**src/rtl/mc_ctrl_pkg.sv**
```systemverilog
// mc_ctrl_pkg
// Shared definitions for the multicycle RV32I sequencing controller:
// the FSM state enum, the opcodes it recognises, the ALUOp and
// ALUControl codes, and the select encodings driven onto the datapath.
// Also provides imm_src_of(), the opcode-only immediate-format decode.
package mc_ctrl_pkg;

    typedef enum logic [3:0] {
        S_FETCH,
        S_DECODE,
        S_MEMADR,
        S_MEMREAD,
        S_MEMWB,
        S_MEMWRITE,
        S_EXECUTER,
        S_EXECUTEI,
        S_ALUWB,
        S_BEQ,
        S_JAL,
        S_TRAP
    } state_e;

    // Opcodes (IR[6:0])
    localparam logic [6:0] OP_LW  = 7'b0000011;
    localparam logic [6:0] OP_SW  = 7'b0100011;
    localparam logic [6:0] OP_R   = 7'b0110011;
    localparam logic [6:0] OP_I   = 7'b0010011;
    localparam logic [6:0] OP_BEQ = 7'b1100011;
    localparam logic [6:0] OP_JAL = 7'b1101111;

    // ALUOp: what the current state asks of the ALU decoder
    localparam logic [1:0] ALUOP_ADD   = 2'b00;
    localparam logic [1:0] ALUOP_SUB   = 2'b01;
    localparam logic [1:0] ALUOP_FUNCT = 2'b10;

    // ALUControl
    localparam logic [2:0] ALU_ADD = 3'b000;
    localparam logic [2:0] ALU_SUB = 3'b001;
    localparam logic [2:0] ALU_AND = 3'b010;
    localparam logic [2:0] ALU_OR  = 3'b011;
    localparam logic [2:0] ALU_SLT = 3'b101;

    // ImmSrc
    localparam logic [1:0] IMM_I = 2'b00;
    localparam logic [1:0] IMM_S = 2'b01;
    localparam logic [1:0] IMM_B = 2'b10;
    localparam logic [1:0] IMM_J = 2'b11;

    // ResultSrc
    localparam logic [1:0] RES_ALUOUT    = 2'b00;
    localparam logic [1:0] RES_DATA      = 2'b01;
    localparam logic [1:0] RES_ALURESULT = 2'b10;

    // ALU operand A select
    localparam logic [1:0] SRCA_PC    = 2'b00;
    localparam logic [1:0] SRCA_OLDPC = 2'b01;
    localparam logic [1:0] SRCA_RS1   = 2'b10;

    // ALU operand B select
    localparam logic [1:0] SRCB_RS2  = 2'b00;
    localparam logic [1:0] SRCB_IMM  = 2'b01;
    localparam logic [1:0] SRCB_FOUR = 2'b10;

    // Immediate format depends only on the opcode; unknown opcodes fall to I.
    function automatic logic [1:0] imm_src_of(input logic [6:0] op);
        case (op)
            OP_SW:   return IMM_S;
            OP_BEQ:  return IMM_B;
            OP_JAL:  return IMM_J;
            default: return IMM_I;
        endcase
    endfunction

endpackage

```
**src/rtl/multicycle_controller_alu_op_dec.sv**
```systemverilog
// alu_op_dec
// Purely combinational ALU control decoder.
// Ports:
//   alu_op_i      [1:0]  ALUOp requested by the controller state
//   op5_i                opcode bit 5 (1 for R-type, 0 for I-type ALU)
//   funct3_i      [2:0]  IR[14:12]
//   funct7b5_i           IR[30]
//   alu_control_o [2:0]  operation for the shared ALU
module alu_op_dec
    import mc_ctrl_pkg::*;
(
    input  logic [1:0] alu_op_i,
    input  logic       op5_i,
    input  logic [2:0] funct3_i,
    input  logic       funct7b5_i,
    output logic [2:0] alu_control_o
);

    always_comb begin
        alu_control_o = ALU_ADD;
        case (alu_op_i)
            ALUOP_ADD: alu_control_o = ALU_ADD;
            ALUOP_SUB: alu_control_o = ALU_SUB;
            ALUOP_FUNCT: begin
                case (funct3_i)
                    // IR[30] only means sub for R-type; addi with IR[30]=1 stays add
                    3'b000:  alu_control_o = (op5_i & funct7b5_i) ? ALU_SUB : ALU_ADD;
                    3'b010:  alu_control_o = ALU_SLT;
                    3'b110:  alu_control_o = ALU_OR;
                    3'b111:  alu_control_o = ALU_AND;
                    default: alu_control_o = ALU_ADD;
                endcase
            end
            default: alu_control_o = ALU_ADD;
        endcase
    end

endmodule

```
**src/rtl/multicycle_controller.sv**
```systemverilog
// multicycle_controller
// Sequencing controller for the multicycle RV32I core: steps one
// instruction through fetch/decode/execute/memory/writeback and drives
// the datapath enables and selects. Moore outputs from the state register,
// except pc_write (zero, mem_ready) and ir_write (mem_ready).
// Ports:
//   clk, reset (async, active-high)
//   op[6:0], funct3[2:0], funct7b5  instruction fields from the IR
//   zero       ALU zero flag (branch decision)
//   mem_ready  memory completes its access this cycle
//   pc_write, adr_src, mem_write, ir_write, result_src[1:0],
//   alu_src_a[1:0], alu_src_b[1:0], reg_write, imm_src[1:0],
//   alu_control[2:0], illegal_instr
// Configuration macro: MC_CTRL_ILLEGAL_TRAP_EN
//   defined   - unknown opcode enters TRAP and raises sticky illegal_instr
//   undefined - unknown opcode behaves as a nop, illegal_instr tied 0
module multicycle_controller
    import mc_ctrl_pkg::*;
(
    input  logic       clk,
    input  logic       reset,
    input  logic [6:0] op,
    input  logic [2:0] funct3,
    input  logic       funct7b5,
    input  logic       zero,
    input  logic       mem_ready,
    output logic       pc_write,
    output logic       adr_src,
    output logic       mem_write,
    output logic       ir_write,
    output logic [1:0] result_src,
    output logic [1:0] alu_src_a,
    output logic [1:0] alu_src_b,
    output logic       reg_write,
    output logic [1:0] imm_src,
    output logic [2:0] alu_control,
    output logic       illegal_instr
);

    state_e     state_q;
    logic [1:0] alu_op;
    logic       pc_write_raw;
    logic       ir_write_raw;
    logic       mem_write_raw;
    logic       reg_write_raw;

`ifdef MC_CTRL_ILLEGAL_TRAP_EN
    logic illegal_q;
`endif

    always_ff @(posedge clk or posedge reset) begin
        if (reset) begin
            state_q <= S_FETCH;
`ifdef MC_CTRL_ILLEGAL_TRAP_EN
            illegal_q <= 1'b0;
`endif
        end else begin
            case (state_q)
                S_FETCH:    if (mem_ready) state_q <= S_DECODE;
                S_DECODE: begin
                    case (op)
                        OP_LW, OP_SW: state_q <= S_MEMADR;
                        OP_R:         state_q <= S_EXECUTER;
                        OP_I:         state_q <= S_EXECUTEI;
                        OP_BEQ:       state_q <= S_BEQ;
                        OP_JAL:       state_q <= S_JAL;
                        default: begin
`ifdef MC_CTRL_ILLEGAL_TRAP_EN
                            state_q   <= S_TRAP;
                            illegal_q <= 1'b1;
`else
                            state_q <= S_FETCH;
`endif
                        end
                    endcase
                end
                S_MEMADR:   state_q <= (op == OP_LW) ? S_MEMREAD : S_MEMWRITE;
                S_MEMREAD:  if (mem_ready) state_q <= S_MEMWB;
                S_MEMWB:    state_q <= S_FETCH;
                S_MEMWRITE: if (mem_ready) state_q <= S_FETCH;
                S_EXECUTER: state_q <= S_ALUWB;
                S_EXECUTEI: state_q <= S_ALUWB;
                S_ALUWB:    state_q <= S_FETCH;
                S_BEQ:      state_q <= S_FETCH;
                S_JAL:      state_q <= S_ALUWB;
`ifdef MC_CTRL_ILLEGAL_TRAP_EN
                S_TRAP:     state_q <= S_TRAP;
`endif
                default:    state_q <= S_FETCH;
            endcase
        end
    end

    always_comb begin
        pc_write_raw  = 1'b0;
        ir_write_raw  = 1'b0;
        mem_write_raw = 1'b0;
        reg_write_raw = 1'b0;
        adr_src       = 1'b0;
        result_src    = RES_ALUOUT;
        alu_src_a     = SRCA_PC;
        alu_src_b     = SRCB_RS2;
        alu_op        = ALUOP_ADD;
        case (state_q)
            S_FETCH: begin
                alu_src_b    = SRCB_FOUR;
                result_src   = RES_ALURESULT;
                ir_write_raw = mem_ready;
                pc_write_raw = mem_ready;
            end
            S_DECODE: begin
                alu_src_a = SRCA_OLDPC;
                alu_src_b = SRCB_IMM;
            end
            S_MEMADR: begin
                alu_src_a = SRCA_RS1;
                alu_src_b = SRCB_IMM;
            end
            S_MEMREAD: adr_src = 1'b1;
            S_MEMWB: begin
                result_src    = RES_DATA;
                reg_write_raw = 1'b1;
            end
            S_MEMWRITE: begin
                adr_src       = 1'b1;
                mem_write_raw = 1'b1;
            end
            S_EXECUTER: begin
                alu_src_a = SRCA_RS1;
                alu_src_b = SRCB_RS2;
                alu_op    = ALUOP_FUNCT;
            end
            S_EXECUTEI: begin
                alu_src_a = SRCA_RS1;
                alu_src_b = SRCB_IMM;
                alu_op    = ALUOP_FUNCT;
            end
            S_ALUWB: reg_write_raw = 1'b1;
            S_BEQ: begin
                alu_src_a    = SRCA_RS1;
                alu_src_b    = SRCB_RS2;
                alu_op       = ALUOP_SUB;
                pc_write_raw = zero;
            end
            S_JAL: begin
                alu_src_a    = SRCA_OLDPC;
                alu_src_b    = SRCB_FOUR;
                pc_write_raw = 1'b1;
            end
            default: ; // TRAP: everything idle
        endcase
    end

    // Reset parks the FSM in FETCH, where mem_ready would otherwise
    // pass straight through to ir_write/pc_write; hold all enables off.
    assign pc_write  = pc_write_raw  & ~reset;
    assign ir_write  = ir_write_raw  & ~reset;
    assign mem_write = mem_write_raw & ~reset;
    assign reg_write = reg_write_raw & ~reset;

    assign imm_src = imm_src_of(op);

`ifdef MC_CTRL_ILLEGAL_TRAP_EN
    assign illegal_instr = illegal_q;
`else
    assign illegal_instr = 1'b0;
`endif

    alu_op_dec u_alu_op_dec (
        .alu_op_i      (alu_op),
        .op5_i         (op[5]),
        .funct3_i      (funct3),
        .funct7b5_i    (funct7b5),
        .alu_control_o (alu_control)
    );

endmodule

```
**config.mk**
```make
export PLATFORM = sky130hd
export DESIGN_NAME = multicycle_controller
export DESIGN_NICKNAME = d
export VERILOG_FILES = /design/src/rtl/mc_ctrl_pkg.sv /design/src/rtl/multicycle_controller_alu_op_dec.sv /design/src/rtl/multicycle_controller.sv
export SDC_FILE = /design/constraint.sdc
export NUM_CORES = 1
export LEC_CHECK = 0
export BUFFER_PORTS_ARGS = -buffer_cell sky130_fd_sc_hd__buf_2
export CORE_MARGIN = 1.5
export CORE_UTILIZATION = 44
export DETAILED_ROUTE_END_ITERATION = 8
export HOLD_SLACK_MARGIN = 0.1
export PLACE_DENSITY = 0.78
export SETUP_SLACK_MARGIN = 0.1
export SYNTH_ARGS = -nofsm -noshare
export SYNTH_HDL_FRONTEND = slang
export SYNTH_SLANG_ARGS = --single-unit
```
**constraint.sdc**
```tcl
create_clock -name clk -period 1.9 [get_ports clk]
set_input_delay 0.38 -clock clk [delete_from_list [all_inputs] [get_ports clk]]
set_output_delay 0.38 -clock clk [all_outputs]
set_load 0.05 [all_outputs]
```
==> flow_summary.yaml, run 1 <==
global_routing:
  antenna_found_initial: 0
  grt_max_degree: 10
yosys:
  synth.distinct_cells: 40
  yosysSeqAreaShare_pct: 16.26
  syn_area_per_cell_um2: 7.242
  synthesis.area_um2: 615.6
  synth_ff_type: "dfrtp_1"
  synth-edff-count: 0
  syn_nets: 102
  ys_seq_elements: 4
  yosysWarnings: 0
  synth_cells: 85
  synth-async-reset-ratio_pct: 100.0
placement:
  placed_area_um2: 972.2
  finalWeightedCongestion: 0.7079
  dp.cells: 140
  dp_hpwl_um: 1438
  portBuffers: 30
floorplan:
  ios: 32
  dieWidth_um: 40.41
  initial_core_util_pct: 47.31
  die_height_um: 40.41
  rows: 13
clock_tree:
  cts_num_sinks: 4
  cts_root_buf: "clkbuf_4"
  cts_max_path_buffers: 2
  h-tree-depth: 1
  numCtsBuffers: 3
sta:
  worstEpCategory: "primary output"
  worstEndpointGrtRepair: "alu_control[0]"
run_status:
  haltStage: "global routing (5_1_grt)"
  status: "stopped before the end"
  error: "[ERROR DPL-0033] detailed placement checks failed during check placement."
-- stage by stage --
step	hold WS (ns)	setup slack (ns)
CTS	0.5478	-0.1195
floorplan	0.1513	-0.2311
detailed placement	0.3429	-0.002273
global placement	0.3345	0.03658
-- repair_timing --
| item | 4_1_cts |
|---|---|
| endpoints found under the setup margin | 12 |
| endpoints found under the hold margin | 4 |
| setup buffers | 3 |
| hold buffers | 1 |
| gates resized for setup | 36 |
| pin swaps | 6 |
| cloned | 0 |
-- synthesized netlist by cell type (3+ instances only) --
cell | number | area (µm²)
a21oi_1 | 4 | 20.02
and3_1 | 3 | 18.77
dfrtp_1 | 4 | 100.1
inv_1 | 5 | 18.77
nand3b_1 | 3 | 22.52
nor3_1 | 5 | 25.02
nor2_1 | 6 | 22.52
nand2b_1 | 5 | 31.28
nand2_1 | 5 | 18.77
or3b_1 | 3 | 26.28
buf_2 | 4 | 20.02
-- kinds of logic after synthesis --
group / synth area share (%)
xor gates and xnor gates: 4.269
adders and majority gates: 4.064
and+or+nand+nor: 44.31
buffers and inverters: 8.130
other: 0.6092
DFF: 16.26
AOI/OAI and AO/OA: 22.36
==> run 2, diff against run 1 <==
--- a/config.mk
+++ b/config.mk
@@ -6,12 +6,10 @@
 export NUM_CORES = 1
 export LEC_CHECK = 0
 export BUFFER_PORTS_ARGS = -buffer_cell sky130_fd_sc_hd__buf_2
-export CORE_MARGIN = 1.5
-export CORE_UTILIZATION = 44
+export CORE_AREA = 2 2 63 65
 export DETAILED_ROUTE_END_ITERATION = 8
-export HOLD_SLACK_MARGIN = 0.1
-export PLACE_DENSITY = 0.78
-export SETUP_SLACK_MARGIN = 0.1
+export DIE_AREA = 0 0 65 67
+export PLACE_DENSITY_LB_ADDON = 0.15
 export SYNTH_ARGS = -nofsm -noshare
 export SYNTH_HDL_FRONTEND = slang
 export SYNTH_SLANG_ARGS = --single-unit
==> run 2 against run 1 <==
Net effect: the flow now finishes, with violations (negative setup slack); synthesized cell count did not move; area after synthesis did not move.
==> flow_summary.yaml, run 2 <==
global_routing:
  grt_overflow: 0
  grt_usage_pct: 9.694
  grt_pass1_vias: 703
  antenna_found_initial: 0
  grt_pass1_wl_um: 3174
  grt_max_degree: 12
setup_path:
  crit_type: "register to output pin"
  worstPathRequired_ns: 1.52
  cp_data_arrival_time_ns: 1.62
  r2r_cells: 5
  cp-start-kind: "register"
  reg2reg_to: "state_q[0]"
  cp_max_fo: 5
  worst_setup_path_end_kind: "output pin"
  timing.rr.start: "state_q[2]"
  ff2ff_setup_slack_ns: 0.30
clock_tree:
  cts_num_sinks: 4
  cts_max_path_buffers: 2
  cts_root_buf: "clkbuf_8"
  numCtsBuffers: 3
  worstSkewPairLatency_ns: 0.21
  cts_tree: "done"
  clkTransAtPathRegs_ns: 0.03
  h-tree-depth: 1
route:
  drt-total-wl_um: 2079
  vias: 781
  drc_errors: 0
  via_per_inst: 4.438
  post_drt_wl_per_cell_um: 11.81
  first_pass_iters: 2
  drtIter0Drc: 5
  drtAntennaViolNets: 0
yosys:
  syn_area_per_cell_um2: 7.242
  yosysSeqAreaShare_pct: 16.26
  synth_cells: 85
  synthMostInstantiatedCell: "nor2_1"
  ys_seq_elements: 4
  synth_top_area_share_pct: 16.26
  synth.distinct_cells: 40
  syn_nets: 102
  synthesis.area_um2: 615.6
  synth_common_cells: "nor2_1, inv_1, nand2_1, nand2b_1, nor3_1"
  synth-async-reset-ratio_pct: 100.0
  synth_top_cell_by_area: "dfrtp_1"
  yosysWarnings: 0
  synth_ff_type: "dfrtp_1"
  synthTopCellsByArea: "dfrtp_1, nand2b_1, or3b_1"
  synth-edff-count: 0
sta:
  rsz0062_at_grt: "true"
  setup_slack_ns: -0.09645
  setup_violations: 2
  max_freq_mhz: 500.9
  slew_viol_final: 0
  setup_tns_ns: -0.1675
  skew_ns: 0.002286
  final_hold_viol_count: 0
  min_period_ns: 1.996
  finalCritPeriodShare_pct: 105.1
floorplan:
  initial_core_util_pct: 17.07
  die_area_um2: 4355
  dieWidth_um: 65
  ios: 32
  die_height_um: 67
  coreArea_um2: 3606
  rows: 22
layout:
  syn2layout_area_growth_pct: 91.06
  fill_cells: 396
  final_common_cell: "buf_2"
  largest_reg_flops: 4
  most-common-layout-cells: "buf_2, buf_4, buf_6"
  final_area_um2: 1176
  layout-drive-gt1-share_pct: 56.25
  reg.largest.list: "state_q: 4 flops"
  num-nets-final: 147
  largest_register: "state_q"
  num_antenna_cells: 0
  utilization_pct: 32.62
job:
  maxCapViolCount: 0
placement:
  pre_cts_ws_ns: -0.003804
  finalWeightedCongestion: 0.7232
  dp_hpwl_um: 1663
  placed_area_um2: 974.7
  portBuffers: 30
hold_path:
  holdCritPathClass: "primary input to async pin"
pwr:
  power_density_nw_per_um2: 398.5
  peakVddDrop_mv: 0.1650
  p_leak_nw: 0.5060
  total_power_w: 0.0004686
run_status:
  status: "finished with violations"
  violations: "negative setup slack"
## run 2: cell counts after synthesis
No cell type changed its count.
## run 2: cell type report
type | count | area [µm²] | share of cell area [%]
sequential | 4 | 103.9 | 8.830
inverter | 5 | 18.77 | 1.596
multi-input combinational | 70 | 613.1 | 52.13
clock buffer | 3 | 41.29 | 3.511
timing repair buffer | 46 | 339.1 | 28.83
tap | 48 | 60.06 | 5.106
## run 2: routing by layer
metal / vias up / track usage, % / part of all wire, %
met1: 365 / 11.31 / 42
met3: 0 / 3.209 / 4.1
met2: 17 / 17.40 / 54
met4: 0 / 1.596 / 0
li1: 399 / - / -
met5: - / 0 / 0
## run 2: how the worst max path moves through the flow
stage	from	slack, ns	cells after the start	endpoint
finish	state_q[3]	-0.1	4	pc_write
global route	state_q[3]	-0.17	7	alu_control[0]
CTS	state_q[0]	-0.10	6	alu_control[0]
detailed placement	state_q[0]	-0.004	6	alu_control[0]
global placement	mem_ready	0.01	5	pc_write
floorplan	state_q[2]	-0.30	3	ir_write
## run 2: cells by family (layout without fill, tap and decap cells)
group                      after synthesis  count (layout)  synth area share [%]
and+or+nand+nor                         45              45                 44.31
AOI/OAI and AO/OA                       19              19                 22.36
buffers and inverters                   11              54                 8.130
DFF                                      4               4                 16.26
xor gates and xnor gates                 3               3                 4.269
adders and majority gates                2               2                 4.064
other                                    1               1                0.6092
## run 2: per-stage QoR
| stage | cells | hold WS [ns] |
|---|---|---|
| CTS | 175 | 0.1243 |
| detailed placement | 171 | 0.3508 |
| floorplan | 85 | 0.1514 |
| finish | 176 | 0.1210 |
| global route | 176 | 0.1335 |
| global placement | 171 | 0.3515 |
## run 2: worst max-delay path, cell delays in order, from the launching register on
cell	delay, ns
dfrtp_2	0.44
or3b_1	0.38
a21o_1	0.17
a211oi_2	0.23
buf_6	0.19
## run 2: report_power, final
group	switching [W]	total, W	internal, W	leakage, nW
Combinational	0.000120	0.000201	0.0000806	0.436
Clock	0.0000403	0.000175	0.000135	0.0216
Sequential	0.00000413	0.0000930	0.0000888	0.0489
Total	0.000164	0.000469	0.000304	0.506
## run 2: what timing repair did
action / CTS / global route
hold buffers: 0 / 0
gates resized for setup: 23 / 17
endpoints found under the setup margin: 8 / 10
buffers inserted: 1 / 1
pin swaps: 6 / 9
Power figures use the tool's default switching activity.
